===== src/rtl/gtp_link_pkg.sv =====
// Shared types, 8b/10b control constants and IDLE-word helpers for the GTP link controller.
package gtp_link_pkg;

  typedef enum logic [2:0] {
    RESET,
    WAIT_DONE,
    ALIGN,
    VERIFY,
    UP
  } lane_state_t;

  localparam logic [7:0] K28_5  = 8'hBC;
  localparam logic [7:0] D16_2  = 8'h50;
  localparam int         MAX_NB = 4;

  // IDLE is K28.5 in byte 0 followed by D16.2 fill; bytes at or above nb stay zero.
  function automatic logic [8*MAX_NB-1:0] idle_word(input int nb);
    logic [8*MAX_NB-1:0] w;
    w = '0;
    for (int b = 0; b < MAX_NB; b++) begin
      if (b < nb) w[b*8 +: 8] = (b == 0) ? K28_5 : D16_2;
    end
    return w;
  endfunction

  function automatic logic [MAX_NB-1:0] idle_k(input int nb);
    logic [MAX_NB-1:0] k;
    k = '0;
    for (int b = 0; b < MAX_NB; b++) begin
      k[b] = (b == 0) && (b < nb);
    end
    return k;
  endfunction

  function automatic int cnt_w(input int n);
    return (n <= 2) ? 1 : $clog2(n);
  endfunction

endpackage


===== src/rtl/gtp_link_if.sv =====
// Bundle of all transceiver-side and fabric-side lane signals of the GTP link controller.
interface gtp_link_if #(
  parameter int LANES  = 1,
  parameter int DATA_W = 16
);
  localparam int NB = DATA_W / 8;

  logic [LANES-1:0]        gt_reset;
  logic [LANES-1:0]        gt_reset_done;
  logic [LANES-1:0]        rx_slide;
  logic [LANES*DATA_W-1:0] rx_data;
  logic [LANES*NB-1:0]     rx_is_k;
  logic [LANES*NB-1:0]     rx_code_err;
  logic [LANES*DATA_W-1:0] rx_user_data;
  logic [LANES-1:0]        rx_user_valid;
  logic [LANES*DATA_W-1:0] tx_user_data;
  logic [LANES-1:0]        tx_user_valid;
  logic [LANES*DATA_W-1:0] gt_tx_data;
  logic [LANES*NB-1:0]     gt_tx_is_k;
  logic [LANES-1:0]        lane_up;
  logic                    link_up;
  logic [LANES*16-1:0]     err_cnt;
  logic [LANES*8-1:0]      relock_cnt;

  modport master (
    output gt_reset, rx_slide, rx_user_data, rx_user_valid, gt_tx_data, gt_tx_is_k,
           lane_up, link_up, err_cnt, relock_cnt,
    input  gt_reset_done, rx_data, rx_is_k, rx_code_err, tx_user_data, tx_user_valid
  );

  modport slave (
    input  gt_reset, rx_slide, rx_user_data, rx_user_valid, gt_tx_data, gt_tx_is_k,
           lane_up, link_up, err_cnt, relock_cnt,
    output gt_reset_done, rx_data, rx_is_k, rx_code_err, tx_user_data, tx_user_valid
  );

endinterface


===== src/rtl/gtp_link_ctrl_lane.sv =====
// One lane of the GTP link controller: reset/align/verify FSM, RX/TX registers.
// Optional statistics counters are built only with GTP_LINK_STATS_EN defined.
//
// state     | meaning
// RESET     | gt_reset asserted for RST_CYCLES
// WAIT_DONE | waiting for gt_reset_done, bounded by DONE_TIMEOUT
// ALIGN     | comma search, rx_slide pulses with SLIDE_GAP blanking
// VERIFY    | counting LOCK_CNT consecutive good words
// UP        | lane up, dropped after LOSS_CNT consecutive bad words
module gtp_lane_fsm
  import gtp_link_pkg::*;
#(
  parameter int DATA_W        = 16,
  parameter int RST_CYCLES    = 256,
  parameter int DONE_TIMEOUT  = 65536,
  parameter int SLIDE_GAP     = 32,
  parameter int ALIGN_TIMEOUT = 8192,
  parameter int LOCK_CNT      = 64,
  parameter int LOSS_CNT      = 4,
  localparam int NB           = DATA_W / 8
) (
  input  logic              sysclk_i,
  input  logic              reset_n_i,
  output logic              gt_reset_o,
  input  logic              gt_reset_done_i,
  output logic              rx_slide_o,
  input  logic [DATA_W-1:0] rx_data_i,
  input  logic [NB-1:0]     rx_is_k_i,
  input  logic [NB-1:0]     rx_code_err_i,
  output logic [DATA_W-1:0] rx_user_data_o,
  output logic              rx_user_valid_o,
  input  logic [DATA_W-1:0] tx_user_data_i,
  input  logic              tx_user_valid_i,
  output logic [DATA_W-1:0] gt_tx_data_o,
  output logic [NB-1:0]     gt_tx_is_k_o,
  output logic              lane_up_o,
  output logic [15:0]       err_cnt_o,
  output logic [7:0]        relock_cnt_o
);

  localparam int T1   = (RST_CYCLES > DONE_TIMEOUT) ? RST_CYCLES : DONE_TIMEOUT;
  localparam int TMAX = (T1 > ALIGN_TIMEOUT) ? T1 : ALIGN_TIMEOUT;
  localparam int RMAX = (LOCK_CNT > LOSS_CNT) ? LOCK_CNT : LOSS_CNT;
  localparam int TW   = cnt_w(TMAX);
  localparam int GW   = cnt_w(SLIDE_GAP);
  localparam int RW   = cnt_w(RMAX);

  localparam logic [TW-1:0] RST_TC   = TW'(RST_CYCLES - 1);
  localparam logic [TW-1:0] DONE_TC  = TW'(DONE_TIMEOUT - 1);
  localparam logic [TW-1:0] ALIGN_TC = TW'(ALIGN_TIMEOUT - 1);
  localparam logic [GW-1:0] GAP_TC   = GW'(SLIDE_GAP - 1);
  localparam logic [RW-1:0] LOCK_TC  = RW'(LOCK_CNT - 1);
  localparam logic [RW-1:0] LOSS_TC  = RW'(LOSS_CNT - 1);

  localparam logic [8*MAX_NB-1:0] IDLE_FULL  = idle_word(NB);
  localparam logic [MAX_NB-1:0]   IDLE_KFULL = idle_k(NB);
  localparam logic [DATA_W-1:0]   IDLE_W     = IDLE_FULL[DATA_W-1:0];
  localparam logic [NB-1:0]       IDLE_K     = IDLE_KFULL[NB-1:0];

  lane_state_t       state_q;
  logic [TW-1:0]     tmr_q;
  logic [GW-1:0]     gap_q;
  logic              blank_q;
  logic [RW-1:0]     run_q;
  logic              gt_reset_q;
  logic              rx_slide_q;
  logic              lane_up_q;
  logic [DATA_W-1:0] rx_data_q;
  logic              rx_valid_q;
  logic [DATA_W-1:0] tx_data_q;
  logic [NB-1:0]     tx_k_q;

  logic [NB-1:0] comma;
  logic          comma0_ok;
  logic          other_comma;
  logic          good_word;

  always_comb begin
    comma = '0;
    for (int b = 0; b < NB; b++) begin
      comma[b] = rx_is_k_i[b] && (rx_data_i[b*8 +: 8] == K28_5);
    end
    other_comma = |comma[NB-1:1];
    comma0_ok   = comma[0] && !(|rx_code_err_i);
    good_word   = !(|rx_code_err_i) && !other_comma;
  end

  always_ff @(posedge sysclk_i or negedge reset_n_i) begin
    if (!reset_n_i) begin
      state_q    <= RESET;
      tmr_q      <= '0;
      gap_q      <= '0;
      blank_q    <= 1'b0;
      run_q      <= '0;
      gt_reset_q <= 1'b1;
      rx_slide_q <= 1'b0;
      lane_up_q  <= 1'b0;
      rx_data_q  <= '0;
      rx_valid_q <= 1'b0;
      tx_data_q  <= IDLE_W;
      tx_k_q     <= IDLE_K;
    end else begin
      rx_slide_q <= 1'b0;
      rx_data_q  <= rx_data_i;
      rx_valid_q <= lane_up_q && !rx_is_k_i[0];
      if (lane_up_q && tx_user_valid_i) begin
        tx_data_q <= tx_user_data_i;
        tx_k_q    <= '0;
      end else begin
        tx_data_q <= IDLE_W;
        tx_k_q    <= IDLE_K;
      end

      case (state_q)
        RESET: begin
          if (tmr_q == RST_TC) begin
            state_q    <= WAIT_DONE;
            tmr_q      <= '0;
            gt_reset_q <= 1'b0;
          end else begin
            tmr_q <= tmr_q + 1'b1;
          end
        end

        WAIT_DONE: begin
          if (tmr_q == DONE_TC) begin
            state_q    <= RESET;
            tmr_q      <= '0;
            gt_reset_q <= 1'b1;
          end else if (gt_reset_done_i) begin
            state_q <= ALIGN;
            tmr_q   <= '0;
            gap_q   <= '0;
            blank_q <= 1'b0;
          end else begin
            tmr_q <= tmr_q + 1'b1;
          end
        end

        ALIGN, VERIFY, UP: begin
          if (!gt_reset_done_i) begin
            state_q   <= WAIT_DONE;
            tmr_q     <= '0;
            run_q     <= '0;
            lane_up_q <= 1'b0;
          end else if (state_q == ALIGN) begin
            // Timeout is checked before the comma so it wins a same-cycle tie.
            if (tmr_q == ALIGN_TC) begin
              state_q    <= RESET;
              tmr_q      <= '0;
              gt_reset_q <= 1'b1;
            end else begin
              tmr_q <= tmr_q + 1'b1;
              if (blank_q) begin
                if (gap_q == GAP_TC) begin
                  blank_q <= 1'b0;
                  gap_q   <= '0;
                end else begin
                  gap_q <= gap_q + 1'b1;
                end
              end else if (comma0_ok) begin
                state_q <= VERIFY;
                run_q   <= '0;
              end else if (other_comma || gap_q == GAP_TC) begin
                rx_slide_q <= 1'b1;
                blank_q    <= 1'b1;
                gap_q      <= '0;
              end else begin
                gap_q <= gap_q + 1'b1;
              end
            end
          end else if (state_q == VERIFY) begin
            if (!good_word) begin
              state_q <= ALIGN;
              run_q   <= '0;
              tmr_q   <= '0;
              gap_q   <= '0;
              blank_q <= 1'b0;
            end else if (run_q == LOCK_TC) begin
              state_q   <= UP;
              run_q     <= '0;
              lane_up_q <= 1'b1;
            end else begin
              run_q <= run_q + 1'b1;
            end
          end else begin
            if (good_word) begin
              run_q <= '0;
            end else if (run_q == LOSS_TC) begin
              state_q   <= ALIGN;
              run_q     <= '0;
              tmr_q     <= '0;
              gap_q     <= '0;
              blank_q   <= 1'b0;
              lane_up_q <= 1'b0;
            end else begin
              run_q <= run_q + 1'b1;
            end
          end
        end

        default: begin
          state_q    <= RESET;
          tmr_q      <= '0;
          gt_reset_q <= 1'b1;
          lane_up_q  <= 1'b0;
        end
      endcase
    end
  end

`ifdef GTP_LINK_STATS_EN
  logic [15:0] err_q;
  logic [7:0]  relock_q;
  logic        bad_evt;
  logic        relock_evt;

  assign bad_evt    = gt_reset_done_i && (state_q == VERIFY || state_q == UP) && !good_word;
  assign relock_evt = bad_evt && (state_q == UP) && (run_q == LOSS_TC);

  always_ff @(posedge sysclk_i or negedge reset_n_i) begin
    if (!reset_n_i) begin
      err_q    <= '0;
      relock_q <= '0;
    end else begin
      if (bad_evt && err_q != 16'hFFFF) err_q <= err_q + 16'd1;
      if (relock_evt && relock_q != 8'hFF) relock_q <= relock_q + 8'd1;
    end
  end

  assign err_cnt_o    = err_q;
  assign relock_cnt_o = relock_q;
`else
  assign err_cnt_o    = '0;
  assign relock_cnt_o = '0;
`endif

  assign gt_reset_o      = gt_reset_q;
  assign rx_slide_o      = rx_slide_q;
  assign lane_up_o       = lane_up_q;
  assign rx_user_data_o  = rx_data_q;
  assign rx_user_valid_o = rx_valid_q;
  assign gt_tx_data_o    = tx_data_q;
  assign gt_tx_is_k_o    = tx_k_q;

endmodule


===== src/rtl/gtp_link_ctrl.sv =====
// Multi-lane GTP link controller top: one gtp_lane_fsm per lane plus the link_up AND.
// Lane statistics are present only when GTP_LINK_STATS_EN is defined.
module gtp_link_ctrl
  import gtp_link_pkg::*;
#(
  parameter int LANES         = 1,
  parameter int DATA_W        = 16,
  parameter int RST_CYCLES    = 256,
  parameter int DONE_TIMEOUT  = 65536,
  parameter int SLIDE_GAP     = 32,
  parameter int ALIGN_TIMEOUT = 8192,
  parameter int LOCK_CNT      = 64,
  parameter int LOSS_CNT      = 4
) (
  input  logic     sysclk,
  input  logic     reset_n,
  gtp_link_if.master lnk
);

  localparam int NB = DATA_W / 8;

  logic [LANES-1:0]        gt_reset_w;
  logic [LANES-1:0]        rx_slide_w;
  logic [LANES-1:0]        rx_valid_w;
  logic [LANES-1:0]        lane_up_w;
  logic [LANES*DATA_W-1:0] rx_data_w;
  logic [LANES*DATA_W-1:0] tx_data_w;
  logic [LANES*NB-1:0]     tx_k_w;
  logic [LANES*16-1:0]     err_w;
  logic [LANES*8-1:0]      relock_w;

  for (genvar i = 0; i < LANES; i++) begin : g_lane
    gtp_lane_fsm #(
      .DATA_W       (DATA_W),
      .RST_CYCLES   (RST_CYCLES),
      .DONE_TIMEOUT (DONE_TIMEOUT),
      .SLIDE_GAP    (SLIDE_GAP),
      .ALIGN_TIMEOUT(ALIGN_TIMEOUT),
      .LOCK_CNT     (LOCK_CNT),
      .LOSS_CNT     (LOSS_CNT)
    ) u_lane (
      .sysclk_i       (sysclk),
      .reset_n_i      (reset_n),
      .gt_reset_o     (gt_reset_w[i]),
      .gt_reset_done_i(lnk.gt_reset_done[i]),
      .rx_slide_o     (rx_slide_w[i]),
      .rx_data_i      (lnk.rx_data[i*DATA_W +: DATA_W]),
      .rx_is_k_i      (lnk.rx_is_k[i*NB +: NB]),
      .rx_code_err_i  (lnk.rx_code_err[i*NB +: NB]),
      .rx_user_data_o (rx_data_w[i*DATA_W +: DATA_W]),
      .rx_user_valid_o(rx_valid_w[i]),
      .tx_user_data_i (lnk.tx_user_data[i*DATA_W +: DATA_W]),
      .tx_user_valid_i(lnk.tx_user_valid[i]),
      .gt_tx_data_o   (tx_data_w[i*DATA_W +: DATA_W]),
      .gt_tx_is_k_o   (tx_k_w[i*NB +: NB]),
      .lane_up_o      (lane_up_w[i]),
      .err_cnt_o      (err_w[i*16 +: 16]),
      .relock_cnt_o   (relock_w[i*8 +: 8])
    );
  end

  assign lnk.gt_reset      = gt_reset_w;
  assign lnk.rx_slide      = rx_slide_w;
  assign lnk.rx_user_data  = rx_data_w;
  assign lnk.rx_user_valid = rx_valid_w;
  assign lnk.gt_tx_data    = tx_data_w;
  assign lnk.gt_tx_is_k    = tx_k_w;
  assign lnk.lane_up       = lane_up_w;
  assign lnk.link_up       = &lane_up_w;
  assign lnk.err_cnt       = err_w;
  assign lnk.relock_cnt    = relock_w;

endmodule


===== src/flat_wrapper.sv =====
// flat-port wrapper written by rule: the top's interface ports become plain ports
module gtp_link_ctrl_flat import gtp_link_pkg::*;
#(
  parameter int LANES         = 1,
  parameter int DATA_W        = 16,
  parameter int RST_CYCLES    = 256,
  parameter int DONE_TIMEOUT  = 65536,
  parameter int SLIDE_GAP     = 32,
  parameter int ALIGN_TIMEOUT = 8192,
  parameter int LOCK_CNT      = 64,
  parameter int LOSS_CNT      = 4
)
  (sysclk, reset_n, lnk_gt_reset, lnk_rx_slide, lnk_rx_user_data, lnk_rx_user_valid, lnk_gt_tx_data, lnk_gt_tx_is_k, lnk_lane_up, lnk_link_up, lnk_err_cnt, lnk_relock_cnt, lnk_gt_reset_done, lnk_rx_data, lnk_rx_is_k, lnk_rx_code_err, lnk_tx_user_data, lnk_tx_user_valid);
  gtp_link_if #(.LANES(LANES), .DATA_W(DATA_W)) lnk_i ();
  input  logic sysclk;
  input  logic reset_n;
  output wire logic [$bits(lnk_i.gt_reset)-1:0] lnk_gt_reset;
  output wire logic [$bits(lnk_i.rx_slide)-1:0] lnk_rx_slide;
  output wire logic [$bits(lnk_i.rx_user_data)-1:0] lnk_rx_user_data;
  output wire logic [$bits(lnk_i.rx_user_valid)-1:0] lnk_rx_user_valid;
  output wire logic [$bits(lnk_i.gt_tx_data)-1:0] lnk_gt_tx_data;
  output wire logic [$bits(lnk_i.gt_tx_is_k)-1:0] lnk_gt_tx_is_k;
  output wire logic [$bits(lnk_i.lane_up)-1:0] lnk_lane_up;
  output wire logic [$bits(lnk_i.link_up)-1:0] lnk_link_up;
  output wire logic [$bits(lnk_i.err_cnt)-1:0] lnk_err_cnt;
  output wire logic [$bits(lnk_i.relock_cnt)-1:0] lnk_relock_cnt;
  input wire logic [$bits(lnk_i.gt_reset_done)-1:0] lnk_gt_reset_done;
  input wire logic [$bits(lnk_i.rx_data)-1:0] lnk_rx_data;
  input wire logic [$bits(lnk_i.rx_is_k)-1:0] lnk_rx_is_k;
  input wire logic [$bits(lnk_i.rx_code_err)-1:0] lnk_rx_code_err;
  input wire logic [$bits(lnk_i.tx_user_data)-1:0] lnk_tx_user_data;
  input wire logic [$bits(lnk_i.tx_user_valid)-1:0] lnk_tx_user_valid;
  assign lnk_gt_reset = lnk_i.gt_reset;
  assign lnk_rx_slide = lnk_i.rx_slide;
  assign lnk_rx_user_data = lnk_i.rx_user_data;
  assign lnk_rx_user_valid = lnk_i.rx_user_valid;
  assign lnk_gt_tx_data = lnk_i.gt_tx_data;
  assign lnk_gt_tx_is_k = lnk_i.gt_tx_is_k;
  assign lnk_lane_up = lnk_i.lane_up;
  assign lnk_link_up = lnk_i.link_up;
  assign lnk_err_cnt = lnk_i.err_cnt;
  assign lnk_relock_cnt = lnk_i.relock_cnt;
  assign lnk_i.gt_reset_done = lnk_gt_reset_done;
  assign lnk_i.rx_data = lnk_rx_data;
  assign lnk_i.rx_is_k = lnk_rx_is_k;
  assign lnk_i.rx_code_err = lnk_rx_code_err;
  assign lnk_i.tx_user_data = lnk_tx_user_data;
  assign lnk_i.tx_user_valid = lnk_tx_user_valid;
  gtp_link_ctrl #(.LANES(LANES), .DATA_W(DATA_W), .RST_CYCLES(RST_CYCLES), .DONE_TIMEOUT(DONE_TIMEOUT), .SLIDE_GAP(SLIDE_GAP), .ALIGN_TIMEOUT(ALIGN_TIMEOUT), .LOCK_CNT(LOCK_CNT), .LOSS_CNT(LOSS_CNT)) u_core (.sysclk(sysclk), .reset_n(reset_n), .lnk(lnk_i));
endmodule

===== config.mk =====
export PLATFORM = sky130hd
export DESIGN_NAME = gtp_link_ctrl_flat
export DESIGN_NICKNAME = d
export VERILOG_FILES = /design/src/rtl/gtp_link_pkg.sv /design/src/rtl/gtp_link_if.sv /design/src/rtl/gtp_link_ctrl_lane.sv /design/src/rtl/gtp_link_ctrl.sv /design/src/flat_wrapper.sv
export SDC_FILE = /design/constraint.sdc
export NUM_CORES = 1
export LEC_CHECK = 0
export ABC_AREA = 0
export BUFFER_PORTS_ARGS = -buffer_cell sky130_fd_sc_hd__buf_2
export CAP_MARGIN = 20
export CORE_MARGIN = 2
export CORE_UTILIZATION = 50
export DETAILED_ROUTE_END_ITERATION = 10
export GPL_TIMING_DRIVEN = 0
export PLACE_DENSITY = 0.8
export SLEW_MARGIN = 20
export SYNTH_ARGS = -nofsm -noshare
export SYNTH_HDL_FRONTEND = slang
export SYNTH_SLANG_ARGS = --single-unit

===== constraint.sdc =====
create_clock -name sysclk -period 5.05 [get_ports sysclk]
set_input_delay 1.01 -clock sysclk [delete_from_list [all_inputs] [get_ports sysclk]]
set_output_delay 1.01 -clock sysclk [all_outputs]
set_load 0.02 [all_outputs]

==> impl_metrics.csv <==
group,metric,value,unit
clock_network,cts_resized,0,
cells_and_area,diodes,0,
timing,skew,0.007008,ns
clock_network,ctsLongestPathBuffers,2,
synth,synth_common_cells,"dfrtp_1, nand2_1, buf_4, nor2_1, o21ai_0",
job,maxCapViolations,0,
synth,yosysTopAreaCellShare,43.77,%
outcome,status,"complete, no violations",
worst_setup_path,criticalPathCategory,"in -> reg",
worst_setup_path,path_cells,"buf_2 > or2_2 > o31a_1 > clkbuf_1 > o2bb2ai_1 > nand2_1 > clkbuf_1 > a31oi_1",
power,ir_drop,0.0001714,V
cells_and_area,finalCoreUtilization,65.03,%
placement,port_buffers,77,
die,die_y,86.14,microns
clock_network,clkSinkCount,68,
timing,slew_viol_final,0,
cells_and_area,regArea,0.001713,sq mm
placement,placed_cell_area,0.003968,sq mm
timing,rsz0062_at_grt,"false",
cells_and_area,multi_input_area,0.001483,sq mm
clock_network,hold_buffers,0,
cells_and_area,design_area,0.004177,sq mm
grt,track_usage,20.74,%
cells_and_area,drive_gt1_share,34.35,%
die,core,0.006422,sq mm
clock_network,cts-buffers-inserted,9,
grt,antenna_found_initial,0,
synth,synth_enable_flop_cells,0,
clock_network,clkLatencyLatePin,0.33,ns
power,powerDensity,381.1,mW/mm^2
die,start_util,52.52,%
placement,dp_hpwl,5.491,mm
timing,finalHoldViolCount,0,
placement,gp_congestion,0.9221,
grt,overflow,0,
grt,grt_pass1_vias,2753,
cells_and_area,nNetsFinal,496,
cells_and_area,fillers,523,
timing,slew_headroom,55.97,%
synth,syn_area_per_cell,9.951,sq um
synth,ys_warn_count,0,
worst_hold_path,hold_path.class,"reg -> reg",
routing,wl,7.458,mm
synth,ys_async_sr_fraction,100.0,%
die,io-pin-count,103,
worst_setup_path,cp.required,5.24,ns
synth,ys_seq_area_share,50.78,%
routing,first_pass_iters,5,
power,p_leak,2.119,nW
worst_setup_path,slowest_stage,"clkbuf_1",
synth,synth_cells,339,
worst_setup_path,start_kind,"primary input",
synth,ys_types,58,
synth,synth_top_cell_by_area,"dfrtp_1",
synth,synth_most_common_cell,"dfrtp_1",
timing,min_period,2.765,ns
routing,num_vias,2973,
synth,synth_seq_cells,68,
timing,fin_setup_tns,0,ns
clock_network,cts_tree,"built",
die,die_area,0.007419,sq mm
routing,drc,0,
clock_network,post_cts_buffers,0,
worst_setup_path,crit_top_cell,"clkbuf_1",
worst_setup_path,cpPeakStageDelay,0.40,ns
synth,syn_area,0.003373,sq mm
worst_setup_path,crit_fanout,10,
timing,setup_violations,0,
clock_network,cts-root-buf,"clkbuf_8",
clock_network,clk_pin_slew,0.07,ns
routing,drt_iter0_drc,270,
timing,worst-slew-pin-transition,0.6536,ns
grt,grt_first_pass_wirelength,12.41,mm
routing,wl_per_cell,13.97,microns
timing,period_share,54.74,%
routing,via_per_inst,5.567,
synth,synthFlopType,"dfrtp_1",
cells_and_area,syn2layout_area_growth,23.81,%
routing,antenna_left,0,
timing,clock.fmax,361.7,MHz
die,die_w,86.14,microns
worst_setup_path,end_kind,"flip-flop",
synth,synth_area_leaders,"dfrtp_1, dfstp_2, buf_4",
die,std_cell_rows,29,
grt,grt_max_degree,46,
worst_setup_path,arrival,2.96,ns
clock_network,cts_max_level,3,
-- final cells by class --
type / instances / area share (%)
Tap cell: 77 / 2.307
Clock buffer: 11 / 3.385
Clock inverter: 5 / 1.468
Inverter: 8 / 0.7190
Buffer: 38 / 5.842
Sequential cell: 68 / 41.01
Multi-Input combinational cell: 249 / 35.50
Timing Repair Buffer: 78 / 9.766
-- state kept, by name, summed over array words and instances (netlist names) --
register	count
u_core.g_lane.u_lane.gt_tx_data_o	16
u_core.g_lane.u_lane.blank_q	1
u_core.g_lane.u_lane.rx_user_data_o	16
u_core.g_lane.u_lane.gt_reset_o	1
u_core.g_lane.u_lane.rx_slide_o	1
u_core.g_lane.u_lane.rx_user_valid_o	1
u_core.g_lane.u_lane.lane_up_o	1
u_core.g_lane.u_lane.gt_tx_is_k_o	1
u_core.g_lane.u_lane.state_q	3
u_core.g_lane.u_lane.gap_q	5
u_core.g_lane.u_lane.run_q	6
u_core.g_lane.u_lane.tmr_q	16
-- cells by family (layout without fill, tap and decap cells) --
group                    Yosys count  count (layout)  synth area share (%)
AND/OR/NAND/NOR                  132             132                 21.48
adder cells (fa/ha/maj)            4               4                 1.484
buffers and inverters             46             140                 8.123
other                              1              25                0.1112
AO/OA/AOI/OAI                     81              81                 15.76
flip-flops                        68              68                 50.78
multiplexers                       7               7                 2.263
-- metrics by stage --
stage          setup slack, ns  hold WS (ns)  power (W)  std cells
3_3_place_gp             1.968        0.4579   0.001125        517
5_1_grt                  2.125        0.5182   0.001691        534
6_report                 2.285        0.4877   0.001592        534
2_1_floorplan            2.289        0.4394   0.001010        363
4_1_cts                  2.234        0.4906   0.001596        534
3_5_place_dp             1.946        0.4811   0.001148        518
-- report_power, final --
part           leakage [nW]  switching, W  internal (W)
Clock                0.0918      0.000202      0.000242
Combinational          1.16      0.000321      0.000195
Sequential            0.872     0.0000389      0.000592
-- routing by layer --
layer / wire (microns) / global-route usage [%] / share of wire (%)
met2: 3736 / 35.31 / 50
met3: 473 / 4.331 / 6.3
met4: 65 / 7.215 / 0.87
met1: 3183 / 26.15 / 43
met5: 0 / 0 / 0
-- critical path, delay by kind of cell --
kind / cells / cell delay, ns
buffers and inverters: 3 / 0.71
AO/OA/AOI/OAI: 3 / 0.69
AND/OR/NAND/NOR: 2 / 0.53
-- cell usage in the layout, fill, tap and decap left out, drive strengths merged, types with 7 or more instances in the layout --
master,count
o21ai,20
nand2b,7
conb,25
dfrtp,59
nand2,29
a21oi,17
buf,107
nand4,7
a31oi,15
clkbuf,20
nand3,15
dfstp,9
nor2,21
and3,20
inv,8
or2,10
-- path summary, 6_finish.rpt --
| check | end | slack [ns] | startpoint | depth (start not counted) |
|---|---|---|---|---|
| min in group asynchronous | u_core.g_lane[0].u_lane.rx_user_data_o[6] | 0.57 | reset_n | 1 |
| setup reg to reg | u_core.g_lane[0].u_lane.tmr_q[14] | 2.45 | u_core.g_lane[0].u_lane.tmr_q[0] | 9 |
| setup / recovery | u_core.g_lane[0].u_lane.tmr_q[9] | 2.29 | lnk_rx_data[9] | 8 |
| hold reg to reg | u_core.g_lane[0].u_lane.gap_q[3] | 0.49 | u_core.g_lane[0].u_lane.gap_q[3] | 1 |
| hold / removal | u_core.g_lane[0].u_lane.gap_q[3] | 0.49 | u_core.g_lane[0].u_lane.gap_q[3] | 1 |
| max in group asynchronous | u_core.g_lane[0].u_lane.gt_tx_data_o[2] | 3.88 | reset_n | 2 |
(Power assumes the default switching activity.)
